## src/rtl/data_unloader.sv

```systemverilog
// Bridge read unloader: assembles 32-bit words from a byte-wide memory and
// prefetches the next sequential word so that streaming reads hit in one cycle.
module data_unloader #(
    parameter int ADDRESS_SIZE         = 15,
    parameter int READ_MEM_CLOCK_DELAY = 1
) (
    input  logic                    clk_74a,
    input  logic                    reset,
    input  logic                    bridge_rd,
    input  logic                    bridge_endian_little,
    input  logic [31:0]             bridge_addr,
    output logic [31:0]             bridge_rd_data,
    output logic                    rd_data_valid,
    output logic                    read_en,
    output logic [ADDRESS_SIZE-1:0] read_addr,
    input  logic [7:0]              read_data
);

    localparam int WAIT_LAST = (READ_MEM_CLOCK_DELAY >= 2) ? READ_MEM_CLOCK_DELAY - 2 : 0;
    localparam int CW        = (READ_MEM_CLOCK_DELAY > 2) ? $clog2(READ_MEM_CLOCK_DELAY - 1) : 1;
    localparam int WW        = ADDRESS_SIZE - 2;
    localparam logic [WW-1:0] WORD_ONE = 1;
    localparam logic [CW-1:0] CNT_LAST = WAIT_LAST;

    typedef enum logic [2:0] {
        IDLE,
        ISSUE,
        WAIT,
        CAPTURE,
        DONE
    } state_t;

    state_t          state;
    logic [1:0]      k;
    logic [CW-1:0]   wait_cnt;
    logic            demand;
    logic [WW-1:0]   fetch_word;
    logic            fetch_le;
    logic [WW-1:0]   req_word;
    logic            req_le;
    logic [31:0]     word_buf;
    logic [31:0]     pf_word;
    logic [WW-1:0]   pf_addr;
    logic            pf_le;
    logic            pf_valid;

    logic [WW-1:0]   rd_word;
    logic [31:0]     cap_word;
    logic            last_byte;
    logic            buf_hit;
    logic            fly_hit;
    logic            unused_addr_bits;

    always_comb begin
        rd_word          = bridge_addr[ADDRESS_SIZE-1:2];
        unused_addr_bits = ^{bridge_addr[31:ADDRESS_SIZE], bridge_addr[1:0]};
        cap_word         = word_buf;
        if (fetch_le)
            cap_word[{k, 3'b000} +: 8] = read_data;
        else
            cap_word[{~k, 3'b000} +: 8] = read_data;
        last_byte = (state == CAPTURE) && (k == 2'd3);
        buf_hit   = pf_valid && (pf_addr == rd_word) && (pf_le == bridge_endian_little);
        // A prefetch finishing in this very cycle can satisfy the request directly.
        fly_hit   = last_byte && !demand && (fetch_word == rd_word)
                    && (fetch_le == bridge_endian_little);
    end

    always_ff @(posedge clk_74a) begin
        if (reset) begin
            state          <= IDLE;
            k              <= '0;
            wait_cnt       <= '0;
            demand         <= 1'b0;
            fetch_word     <= '0;
            fetch_le       <= 1'b0;
            req_word       <= '0;
            req_le         <= 1'b0;
            word_buf       <= '0;
            pf_word        <= '0;
            pf_addr        <= '0;
            pf_le          <= 1'b0;
            pf_valid       <= 1'b0;
            bridge_rd_data <= '0;
            rd_data_valid  <= 1'b0;
            read_en        <= 1'b0;
            read_addr      <= '0;
        end else begin
            rd_data_valid <= 1'b0;
            read_en       <= 1'b0;
            if (bridge_rd) begin
                req_word <= rd_word;
                req_le   <= bridge_endian_little;
                if (fly_hit || buf_hit) begin
                    bridge_rd_data <= fly_hit ? cap_word : pf_word;
                    rd_data_valid  <= 1'b1;
                    state          <= DONE;
                    if (fly_hit) begin
                        pf_word  <= cap_word;
                        pf_addr  <= fetch_word;
                        pf_le    <= fetch_le;
                        pf_valid <= 1'b1;
                    end
                end else begin
                    pf_valid   <= 1'b0;
                    demand     <= 1'b1;
                    fetch_word <= rd_word;
                    fetch_le   <= bridge_endian_little;
                    k          <= 2'd0;
                    read_en    <= 1'b1;
                    read_addr  <= {rd_word, 2'b00};
                    state      <= ISSUE;
                end
            end else begin
                case (state)
                    IDLE: ;
                    DONE: begin
                        demand     <= 1'b0;
                        fetch_word <= req_word + WORD_ONE;
                        fetch_le   <= req_le;
                        k          <= 2'd0;
                        read_en    <= 1'b1;
                        read_addr  <= {req_word + WORD_ONE, 2'b00};
                        state      <= ISSUE;
                    end
                    ISSUE: begin
                        wait_cnt <= '0;
                        if (READ_MEM_CLOCK_DELAY == 1)
                            state <= CAPTURE;
                        else
                            state <= WAIT;
                    end
                    WAIT: begin
                        if (wait_cnt == CNT_LAST)
                            state <= CAPTURE;
                        else
                            wait_cnt <= wait_cnt + 1'b1;
                    end
                    CAPTURE: begin
                        word_buf <= cap_word;
                        if (k != 2'd3) begin
                            k         <= k + 2'd1;
                            read_en   <= 1'b1;
                            read_addr <= {fetch_word, k + 2'd1};
                            state     <= ISSUE;
                        end else if (demand) begin
                            bridge_rd_data <= cap_word;
                            rd_data_valid  <= 1'b1;
                            state          <= DONE;
                        end else begin
                            pf_word  <= cap_word;
                            pf_addr  <= fetch_word;
                            pf_le    <= fetch_le;
                            pf_valid <= 1'b1;
                            state    <= IDLE;
                        end
                    end
                    default: state <= IDLE;
                endcase
            end
        end
    end

endmodule

```

## config.mk

```make
export PLATFORM = sky130hd
export DESIGN_NAME = data_unloader
export DESIGN_NICKNAME = d
export VERILOG_FILES = /design/src/rtl/data_unloader.sv
export SDC_FILE = /design/constraint.sdc
export NUM_CORES = 1
export LEC_CHECK = 0
export CAP_MARGIN = 10
export CORE_MARGIN = 2
export CORE_UTILIZATION = 37
export DETAILED_ROUTE_END_ITERATION = 12
export SYNTH_ARGS = -nofsm -noshare
export SYNTH_HDL_FRONTEND = slang
export SYNTH_SLANG_ARGS = --single-unit
```

## constraint.sdc

```tcl
create_clock -name clk_74a -period 5.4 [get_ports clk_74a]
set_clock_uncertainty 0.15 [all_clocks]
set_input_delay 1.08 -clock clk_74a [delete_from_list [all_inputs] [get_ports clk_74a]]
set_output_delay 1.08 -clock clk_74a [all_outputs]
set_load 0.05 [all_outputs]
```

==> impl.org, run 1 <==
** Layout
- Fraction of final layout cells sized beyond drive strength 1 :: 8.49%
- Post-layout nets :: 970
- Number of non-filler instances in the completed layout :: 1206
- Layout-stage area growth over the synthesis result :: 17.7%
- Diode insertion count for antenna repair :: 0

** Timing
- Setup repair after global routing left no endpoint under its margin.
- Sum of negative setup slack :: 0 ps
- Shortest clock period the worst path allows after layout :: 3640 ps
- After layout, the worst path uses 67.5% of the clock period.
- Measured slew at the worst slew-check pin :: 1170 ps
- Max Clock Freq :: 274 MHz
- Final Hold Vio Count :: 0
- The worst pin sits at a relative slew slack of 21.8%.
- The number of pins with negative max-slew slack in the final report came to 0.
- Setup Viol. Count Final :: 0

** Critical path
- Launching point of the worst reg2reg path :: read_addr[0]
- Crit path buf inv count :: 2
- Family of cells with the greatest summed delay on the critical path :: simple AND/OR/NAND/NOR gates
- Critical Path Max Stage Delay :: 500 ps
- STA classifies the critical path startpoint as a primary input.
- Worst setup slack for register-to-register paths :: 2190 ps
- For the worst setup path, the data required time is 5510 ps.
- Maximum fanout encountered on the critical timing path :: 15
- The worst setup path is captured at a flip-flop.
- Data arrival time of the critical path :: 3760 ps
- Series of cell instances along the critical path :: clkdlybuf4s50_1, xor2_1, nor4_1, nand4_2, nand2_2, buf_4, mux2i_1, a221oi_2
- Cell count of the worst reg-to-reg path :: 8
- Cell with the largest stage delay on the worst path :: sky130_fd_sc_hd__nor4_1
- CP Class :: in2reg
- The worst register-to-register path ends at bridge_rd_data[24].

** Routing
- The pre-antenna-repair detailed-routing pass consisted of 8 iterations.
- Dividing the detail-routed via count by the number of cells gives 5.52.
- Post-route DRC :: 0
- For this block, the via count after detailed routing is 6662.
- Initial detailed-routing violation count :: 552
- ANT nets after route :: 0
- The final layout contains routed wiring with a total length of 21.4 mm.
- Dividing the detail-routed wire length by the instance count gives 17.7 um.

** Die
- Initial standard-cell utilization of the core :: 37.6%
- Vertical die dimension :: 150 um
- X dimension of the die :: 150 um
- The die covers 0.0226 mm^2.
- After floorplanning, the core was divided into 53 placement rows.
- Core area :: 0.0210 mm^2
- During I/O placement, the number of pins put on the boundary was 93.

** Clocking
- Post-CTS repair changed the size of 0 cells.
- The clock passes through at most 2 buffers.
- Sink Count :: 160
- Buffers inserted to repair hold after CTS numbered 0.
- H-tree depth reported by CTS :: 4
- Buffers inserted during clock tree synthesis total 17.
- Root cell of the clock tree :: sky130_fd_sc_hd__clkbuf_16
- The later pin in the worst-skew pair is clocked with a latency of 430 ps.
- Clock-pin slew was measured on the worst setup and hold paths at 60 ps.
- Clock tree from TritonCTS :: done
- The number of setup buffers added after CTS is 0.

** Synthesis
- Synthesis inferred 160 register bits.
- Synthesized netlist net count :: 942
- Async set-or-reset flop fraction in the synthesized netlist :: 0%
- The synthesized netlist contains 55 unique library cells.
- Netlist area before placement :: 0.00791 mm^2
- Post-synth EDFFs :: 0
- Prevailing post-synth register cell :: sky130_fd_sc_hd__dfxtp_1
- A synthesized cell averages 8.87 um^2.
- Counting every instance in the synthesized netlist gives 891.
- Yosys warnings :: 0
- Sequential elements use 40.5% of the synthesized area.

** Power
- Leakage power :: 3.27 nW
- VDD sags by at most 203 uV.
- In this run the power density over the cells is 289 mW/mm^2.

** Min path
- In this run the most critical hold path is launched from req_word[12].
- Hold Path Class :: reg2reg
- Counting instances, the worst hold path has a depth of 2.
- The path with the worst hold slack has its endpoint at req_word[12].

** Global route
- Pin count of the biggest net entering global routing :: 89
- Global routing consumed, over all layers together, 19.5% of the routing resources.
- The number of antenna violations at the first check in global routing is 0.
- The number of global-route vias before repair came to 6400.
- The total overflow left after global routing is 0.
- The first global-routing pass estimated 34.3 mm of wire.

** Place
- Port bufs :: 73
- Last weighted congestion value of the routability-driven placer :: 0.824
- The number of placed instances, taps included, is 1175.
- Post-DP HPWL :: 13.4 mm

** Outcome
- Result of the run :: finished, final reports clean

** Run
- Number of maximum-capacitance violations :: 0
-- routing by layer --
metal  track usage [%]  vias up  part of all wire (%)
met5                 0        -                     0
met4              6.04        0                   1.9
met2              32.3      166                    48
li1                  -     3276                     -
met3              4.06       28                   4.5
met1              25.4     3192                    45
-- kinds of logic after synthesis --
| kind of cell | count (synthesis) | synth area share (%) |
|---|---|---|
| fa+ha+maj | 7 | 1.11 |
| simple gates | 246 | 13.9 |
| xor+xnor | 40 | 4.43 |
| buf+inv | 93 | 5.63 |
| compound gates | 253 | 22.8 |
| flops | 160 | 40.5 |
| mux | 92 | 11.6 |
-- cells in the final DEF, fill, tap and decap left out, drive strengths merged, types with 5 or more instances in the layout --
cell | synthesis | final
dfxtp | 160 | 160
a21oi | 105 | 105
nand2 | 100 | 100
nor2 | 97 | 97
mux2i | 92 | 92
clkdlybuf4s50 | 0 | 71
a221oi | 48 | 48
a22oi | 32 | 32
xnor2 | 24 | 24
clkbuf | 49 | 21
o31ai | 19 | 19
o21ai | 17 | 17
buf | 30 | 17
xor2 | 16 | 16
inv | 12 | 12
nand3 | 10 | 10
nand4 | 10 | 10
nor4 | 9 | 9
a211oi | 7 | 7
ha | 7 | 7
clkinv | 2 | 7
nor3 | 5 | 5
-- cell usage after synthesis, types with 2 or more instances --
master | count | area share [%]
sky130_fd_sc_hd__o31ai_1 | 19 | 1.8
sky130_fd_sc_hd__and3_1 | 2 | 0.16
sky130_fd_sc_hd__xnor2_1 | 24 | 2.7
sky130_fd_sc_hd__a22oi_1 | 32 | 3.0
sky130_fd_sc_hd__inv_1 | 12 | 0.57
sky130_fd_sc_hd__nand3b_1 | 2 | 0.19
sky130_fd_sc_hd__a221oi_1 | 32 | 3.5
sky130_fd_sc_hd__a211o_1 | 4 | 0.44
sky130_fd_sc_hd__clkinv_1 | 2 | 0.095
sky130_fd_sc_hd__clkbuf_1 | 49 | 2.3
sky130_fd_sc_hd__or3_1 | 2 | 0.16
sky130_fd_sc_hd__xor2_1 | 16 | 1.8
sky130_fd_sc_hd__nand2_1 | 99 | 4.7
sky130_fd_sc_hd__mux2i_1 | 92 | 12
sky130_fd_sc_hd__dfxtp_1 | 160 | 41
sky130_fd_sc_hd__o21ai_0 | 15 | 0.95
sky130_fd_sc_hd__o211a_1 | 4 | 0.51
sky130_fd_sc_hd__nand4_1 | 9 | 0.71
sky130_fd_sc_hd__a211oi_1 | 7 | 0.66
sky130_fd_sc_hd__nor4b_2 | 2 | 0.38
sky130_fd_sc_hd__nor2_1 | 97 | 4.6
sky130_fd_sc_hd__buf_2 | 5 | 0.32
sky130_fd_sc_hd__buf_1 | 11 | 0.52
sky130_fd_sc_hd__o211ai_1 | 4 | 0.38
sky130_fd_sc_hd__nor4_1 | 6 | 0.47
sky130_fd_sc_hd__buf_6 | 8 | 1.1
sky130_fd_sc_hd__o21ai_1 | 2 | 0.13
sky130_fd_sc_hd__a311oi_1 | 3 | 0.33
sky130_fd_sc_hd__ha_1 | 7 | 1.1
sky130_fd_sc_hd__and2b_1 | 2 | 0.19
sky130_fd_sc_hd__nand3_1 | 10 | 0.63
sky130_fd_sc_hd__a21oi_1 | 104 | 6.6
sky130_fd_sc_hd__buf_4 | 5 | 0.47
sky130_fd_sc_hd__nor4_2 | 3 | 0.47
sky130_fd_sc_hd__nor3_1 | 4 | 0.25
sky130_fd_sc_hd__a221oi_2 | 16 | 3.0
sky130_fd_sc_hd__nand2b_1 | 2 | 0.16
-- registers in the layout, summed over array words and instances (netlist names) --
name	cells
demand	1
state	3
read_en	1
pf_word	32
pf_addr	13
fetch_le	1
read_addr	15
req_word	13
req_le	1
pf_le	1
pf_valid	1
bridge_rd_data	32
rd_data_valid	1
fetch_word	13
word_buf	32
-- layout make-up --
type                       count  area, um^2
clock buffer                  21         470
clock inverter                10         111
fill                        2060       11700
inverter                      14        52.6
multi-input combinational    638        4280
sequential                   160        3200
tap                          275         344
timing repair buffer          88         848
-- worst max path at each step --
stage | start | end | slack [ps] | cells past startpoint
2_1_floorplan | read_addr[0] | bridge_rd_data[13] | 2380 | 9
3_3_place_gp | bridge_addr[11] | bridge_rd_data[31] | 1310 | 8
3_5_place_dp | bridge_addr[11] | fetch_word[9] | 1320 | 7
4_1_cts | bridge_addr[11] | fetch_word[9] | 1760 | 7
5_1_grt | bridge_addr[11] | bridge_rd_data[31] | 1590 | 8
6_report | bridge_addr[11] | bridge_rd_data[31] | 1760 | 8
-- worst min-delay path, stage by stage, from the launching register on --
cell,delay (ps)
sky130_fd_sc_hd__dfxtp_1,310
sky130_fd_sc_hd__nand2_1,50
sky130_fd_sc_hd__a21oi_1,50
-- where the power goes --
group | switching, mW | internal [mW] | leakage [nW]
Combinational | 0.167 | 0.0925 | 1.69
Sequential | 0.0216 | 1.20 | 1.30
Clock | 0.494 | 0.712 | 0.281
Total | 0.683 | 2.01 | 3.27
-- metrics by stage --
step	total power [mW]	util [%]	worst slack (ps)	area, um^2	hold WS, ps
2_1_floorplan	1.42	-	2380	7910	299
3_5_place_dp	1.51	41.5	1320	8730	312
3_3_place_gp	1.51	41.5	1310	8730	307
6_report	2.69	44.3	1760	9310	318
4_1_cts	2.71	44.3	1760	9310	319
5_1_grt	2.78	44.3	1590	9310	345
Note: power is estimated with default switching activity, not from simulation.
==> run 2: changes to the inputs <==
Clock period 5.4 ns to 3.46 ns, I/O delays scaled along.
==> run 2 against run 1 <==
Clock-buffer cell count decreased by 1. Core utilization up 1.4 points. Critical path depth did not move. Via count rose by 1.5%. Critical path type unchanged. Largest power group is now the clock network.
==> impl.org, run 2 (synthesis gave the netlist of run 1 again) <==
** Outcome
- Result of the run :: finished, final reports clean

** Timing
- Setup violations remaining at the end of the flow were counted as 0.
- Post-route fraction of the period consumed by the critical path :: 86.0%
- For the pin with the worst max-slew slack, the measured transition is 1070 ps.
- Max Clock Freq :: 336 MHz
- Sum of negative setup slack :: 0 ps
- Number of max-slew violations in the final report :: 0
- Max-slew headroom :: 28.1%
- Setup slack on the critical path of the routed design comes to 484 ps.
- Shortest clock period the worst path allows after layout :: 2980 ps
- Setup repair after global routing left no endpoint under its margin.
- The number of hold violations in the final report was 0.

** Critical path
- The largest individual stage delay along the critical path comes from the cell sky130_fd_sc_hd__nor2_1.
- The largest single stage delay on the critical path is 830 ps.
- Data arrival time of the critical path :: 3070 ps
- At the worst endpoint, the required time is 3550 ps.
- Sort of element at the end of the critical path :: flip-flop
- Traced cell by cell, the critical path runs through clkdlybuf4s50_1, xor2_1, nor4_1, buf_4, nand4_2, a21oi_2, nor2_1, a311oi_1.
- In this run the worst path has a maximum fanout of 12.
- CP Class :: in2reg
- STA classifies the critical path startpoint as a primary input.

** Place
- Post-DP HPWL :: 13.8 mm
- Post-placement worst setup slack :: 10.7 ps
- The congestion estimate from routability-driven global placement came to 0.823.
- During placement, the flow inserted port buffers numbering 73.
- Summing all placed instances gives a cell area of 0.00898 mm^2.

** Layout
- Measured on the finished design, the core utilization comes to 45.6%.
- The largest registers in the layout are bridge_rd_data x32, pf_word x32, word_buf x32.
- Of the cells placed in the final design, the portion with a size suffix greater than 1 is 10.9%.
- The library cell used most frequently in the layout, excluding fill and tap cells, is sky130_fd_sc_hd__dfxtp_1.
- Finished layout cell area :: 0.00960 mm^2
- Counting the fill cells in the layout gives 2019.
- Layout-stage area growth over the synthesis result :: 21.4%
- The library cells used most frequently in the layout, excluding fill and tap cells, are sky130_fd_sc_hd__dfxtp_1, sky130_fd_sc_hd__a21oi_1, sky130_fd_sc_hd__nand2_1, sky130_fd_sc_hd__nor2_1, sky130_fd_sc_hd__mux2i_1.
- The repair_antennas step left the layout with diodes totalling 0.
- Post-layout nets :: 994

** Global route
- The number of antenna violations at the first check in global routing was 0.
- Remaining Overflow, GRT :: 0
- Global-route wire length before repair :: 34.6 mm
- Pin count of the biggest net entering global routing :: 86
- GR Util All Layers :: 19.6%
- The number of global-route vias before repair was 6370.

** Die
- Total number of placement rows :: 53
- X dimension of the die :: 150 um
- The die covers 0.0226 mm^2.
- During I/O placement, the number of pins put on the boundary was 93.
- The core region is 0.0210 mm^2.
- Initial standard-cell utilization of the core :: 37.6%
- From bottom edge to top edge, the die measures 150 um.

** Routing
- Dividing the detail-routed via count by the number of cells gives 5.49.
- Detailed-routing iteration count for the pre-antenna-repair pass :: 5
- In the final routed layout, each cell accounts on average for 17.5 um.
- In this run the remaining antenna-violating nets after routing total 0.
- For this run, design rule violations remaining after detail routing come to 0.
- The detailed router finished its first iteration with 553 violations.
- Final WL :: 21.6 mm
- Vias :: 6764

** Clocking
- After clock tree synthesis, the flow added hold-fix buffers numbering 0.
- TritonCTS built the clock tree.
- Post-cts repair resize count :: 0
- Clock latency on the worst-skew pair, taken at its later pin, is 430 ps.
- Clock Pin Slew Worst Setup and Hold Paths :: 60 ps
- Buffers added to address setup during post-CTS repair amount to 0.
- Max Buffers Root-to-Sink :: 2
- Sink Count :: 160
- H-tree depth reported by CTS :: 4
- The number of clock buffers added by TritonCTS is 17.
- Root cell of the clock tree :: sky130_fd_sc_hd__clkbuf_16

** Min path
- The path class of the tightest hold or removal check is reg2reg.

** Power
- Power density relative to cell area :: 448 mW/mm^2
- Maximum vdd drop :: 407 uV
- Leakage power :: 3.43 nW

** Run
- Number of maximum-capacitance violations :: 0
run 2: cell count changes in the layout (fill, tap and decap cells not counted), sizes merged:
cell,change
clkbuf,-1
inv,+1
buf,+24
bufinv,+1
run 2: per-layer routing:
layer / vias to the layer above / routed length, um / GRT usage, % / part of all wire, %
met5: - / 0 / 0 / 0
met3: 21 / 969 / 3.85 / 4.5
met2: 162 / 10400 / 32.4 / 48
met4: 0 / 320 / 5.57 / 1.5
li1: 3332 / - / - / -
met1: 3249 / 9900 / 26.1 / 46
run 2: final cells by class:
cell class                      instances  area [um^2]  area share (%)
Multi-Input combinational cell        638         4280            44.6
Sequential cell                       160         3200            33.4
Timing Repair Buffer                  112         1100            11.5
Clock buffer                           20          457            4.76
Tap cell                              275          344            3.59
Clock inverter                         12          158            1.64
Inverter                               14         52.6           0.548
run 2: final timing paths:
path / start / to / slack, ps / cells past startpoint
worst max-delay path: bridge_addr[3] / read_addr[10] / 480 / 8
worst min-delay path: req_word[12] / req_word[12] / 320 / 2
worst max register to register: read_addr[0] / bridge_rd_data[23] / 640 / 9
worst min register to register: req_word[12] / req_word[12] / 320 / 2
run 2: metrics by stage:
step,power [mW],instances,hold WS [ps]
3_3_place_gp,2.37,1199,306
2_1_floorplan,2.22,891,299
3_5_place_dp,2.37,1199,313
6_report,4.30,1231,322
5_1_grt,4.45,1231,343
4_1_cts,4.34,1231,322
run 2: worst max-delay path: cells and delay by family:
| family | cells | cell delay [ps] |
|---|---|---|
| and+or+nand+nor | 3 | 1070 |
| xor gates and xnor gates | 1 | 270 |
| AOI/OAI and AO/OA | 2 | 330 |
| buffers and inverters | 2 | 700 |
run 2: where the power goes:
group | internal (mW) | switching [mW]
Combinational | 0.158 | 0.264
Clock | 1.18 | 0.794
Sequential | 1.88 | 0.0329
Total | 3.21 | 1.09
==> run 3: changes to the inputs <==
Settings changed: CORE_UTILIZATION 37 to 55, PLACE_DENSITY set to 0.79.
==> run 3 against run 2 <==
Sequential power hardly changed. First-iteration DRC count up 75%. Clock-buffer cell count rose by 3. Register-to-register slack about the same. Global-route usage is 7.7 points higher. Hold slack worse by 17 ps. Via count increased by 4.4%. Die area shrank 32%. Critical path type unchanged. Maximum frequency is 0.43% lower.
==> impl.org, run 3 (synthesis gave the netlist of run 1 again) <==
** Clocking
- Post-CTS repair changed the size of 0 cells.
- Clock-pin slew was measured on the worst setup and hold paths at 60 ps.
- Buffers added to address setup during post-CTS repair amount to 0.
- For the worst-skew pair, the clock arrives at the later sink with an insertion delay of 430 ps.
- The clock passes through at most 2 buffers.
- Clock tree from TritonCTS :: done
- The H-tree generated during clock tree synthesis spans 4 levels.
- The number of clock buffers added by TritonCTS is 17.
- Sink Count :: 160
- CTS placed an instance of sky130_fd_sc_hd__clkbuf_16 at the clock tree root.
- After clock tree synthesis, the flow added hold-fix buffers numbering 0.

** Routing
- The detailed router placed 7060 vias in this run.
- The count of nets left with antenna violations once routing finished came out at 0.
- After the first detailed-routing iteration, the DRC count stood at 967.
- In the routed design, unresolved DRC markers number 0.
- In the routed layout, each cell is associated on average with a via count of 6.23.
- Dividing the detail-routed wire length by the instance count gives 17.9 um.
- Detailed-routing iteration count for the pre-antenna-repair pass :: 8
- Final WL :: 20.2 mm

** Critical path
- STA classifies the critical path endpoint as a flip-flop.
- The critical path contains buffers and inverters numbering 2 combined.
- Among all stages on the critical path, the largest delay is contributed by sky130_fd_sc_hd__or4_1.
- Required arrival time at the worst endpoint :: 3610 ps
- Maximum fanout encountered on the critical timing path :: 12
- The critical path goes through clkdlybuf4s50_1, xnor2_1, nand4_1, or4_1, a21o_2, nand2b_1, buf_4, a221oi_2.
- CP Class :: in2reg
- STA classifies the critical path startpoint as a primary input.
- Family of cells with the greatest summed delay on the critical path :: simple AND/OR/NAND/NOR gates
- For this run, the slowest stage of the critical path takes 650 ps.
- For the worst setup path, the data arrival time is 3140 ps.

** Timing
- Max Clock Freq :: 335 MHz
- The number of hold violations in the final report came to 0.
- Sum of negative setup slack :: 0 ps
- At the pin with the least slew margin, the transition time is 1080 ps.
- Worst hold margin :: 304 ps
- Setup repair after global routing left no endpoint under its margin.
- Counting I/O delays and the setup requirement, the final critical path takes 2990 ps.
- Post-layout worst setup margin :: 471 ps
- Setup Viol. Count Final :: 0
- The worst path uses 86.4% of the clock period.
- Number of max-slew violations in the final report :: 0
- Max-slew headroom :: 27.4%

** Layout
- The layout has 1073 filler cells.
- 0 antenna diodes ended up in the layout.
- Registers with the most flip-flops :: bridge_rd_data x32, pf_word x32, word_buf x32
- The post-route netlist has 10.5% of its cells at a drive strength greater than 1.
- Multi-input logic area :: 0.00427 mm^2
- At the end of the flow the core is filled with cells to 68.2%.
- Relative to the synthesized area, the layout overhead comes to 20.2%.
- Top library cells by usage in the layout, fill and taps aside :: sky130_fd_sc_hd__dfxtp_1, sky130_fd_sc_hd__a21oi_1, sky130_fd_sc_hd__nand2_1, sky130_fd_sc_hd__nor2_1, sky130_fd_sc_hd__mux2i_1
- Leaving out fill and tap cells, the most frequent cell in the layout is sky130_fd_sc_hd__dfxtp_1.
- Once layout is done, the placed cells without fillers occupy 0.00950 mm^2.
- The sequential cells in the finished layout cover a total of 0.00320 mm^2.
- Post-layout nets :: 991

** Power
- For this design the static power due to leakage is 3.44 nW.
- Maximum vdd drop :: 383 uV
- Power density relative to cell area :: 462 mW/mm^2

** Global route
- Entering global routing, the biggest net connects 88 pins.
- Remaining Overflow, GRT :: 0
- Vias in the first global route :: 6675
- The first global-routing pass estimated 32.6 mm of wire.
- GR Util All Layers :: 27.3%
- Number of antenna violations at the first check in global routing :: 0

** Outcome
- Result of the run :: finished, final reports clean

** Die
- In this run the horizontal extent of the chip is 124 um.
- Pin placement for this block handled 93 I/O pins.
- Initial standard-cell utilization of the core :: 56.7%
- Vertical die dimension :: 124 um
- In this run the standard cell core region covers 0.0139 mm^2.
- Total number of placement rows :: 43
- The floorplan step defined a die boundary enclosing 0.0153 mm^2.

** Place
- Post-Place Cell Area :: 0.00884 mm^2
- Last weighted congestion value of the routability-driven placer :: 0.870
- Post-DP HPWL :: 12.8 mm
- Port bufs :: 73
- Before CTS, the worst setup slack after placement is 93.0 ps.

** Min path
- Hold Path Class :: reg2reg

** Run
- Number of maximum-capacitance violations :: 0
==> run 3: worst min-delay path, cell delays in order (launching register included) <==
cell and delay (ps):
sky130_fd_sc_hd__dfxtp_1 310, sky130_fd_sc_hd__inv_1 50, sky130_fd_sc_hd__a211oi_1 50
==> run 3: metal layers <==
layer | vias up | routed length (um) | track usage (%)
li1 | 3325 | - | -
met1 | 3377 | 8710 | 36.1
met2 | 309 | 9540 | 43.4
met3 | 49 | 1410 | 5.49
met4 | 0 | 589 | 11.8
met5 | - | 0 | 0
==> run 3: path summary, 6_finish.rpt <==
path	startpoint	endpoint	slack [ps]	depth (start not counted)
setup / recovery	bridge_addr[11]	bridge_rd_data[10]	470	8
hold / removal	read_addr[7]	read_addr[7]	300	2
setup reg to reg	read_addr[1]	bridge_rd_data[10]	650	8
hold reg to reg	read_addr[7]	read_addr[7]	300	2
==> run 3: layout make-up <==
class                   count  share of cell area (%)
clock buffers              23                    5.35
repair buffers            109                    11.4
clock inverters             9                    1.59
inverters                  14                   0.553
multi-input cells         638                    45.0
well taps                 180                    2.37
flip-flops and latches    160                    33.7
==> run 3: per-stage QoR <==
stage / power (mW) / cells
4_1_cts: 4.41 / 1133
3_3_place_gp: 2.35 / 1101
6_report: 4.39 / 1133
5_1_grt: 4.53 / 1133
2_1_floorplan: 2.22 / 891
3_5_place_dp: 2.36 / 1101
==> run 3: where the power goes <==
| part | internal [mW] | switching, mW | total, mW |
|---|---|---|---|
| clock | 1.32 | 0.743 | 2.06 |
| sequential | 1.88 | 0.0329 | 1.91 |
| combinational | 0.155 | 0.263 | 0.418 |
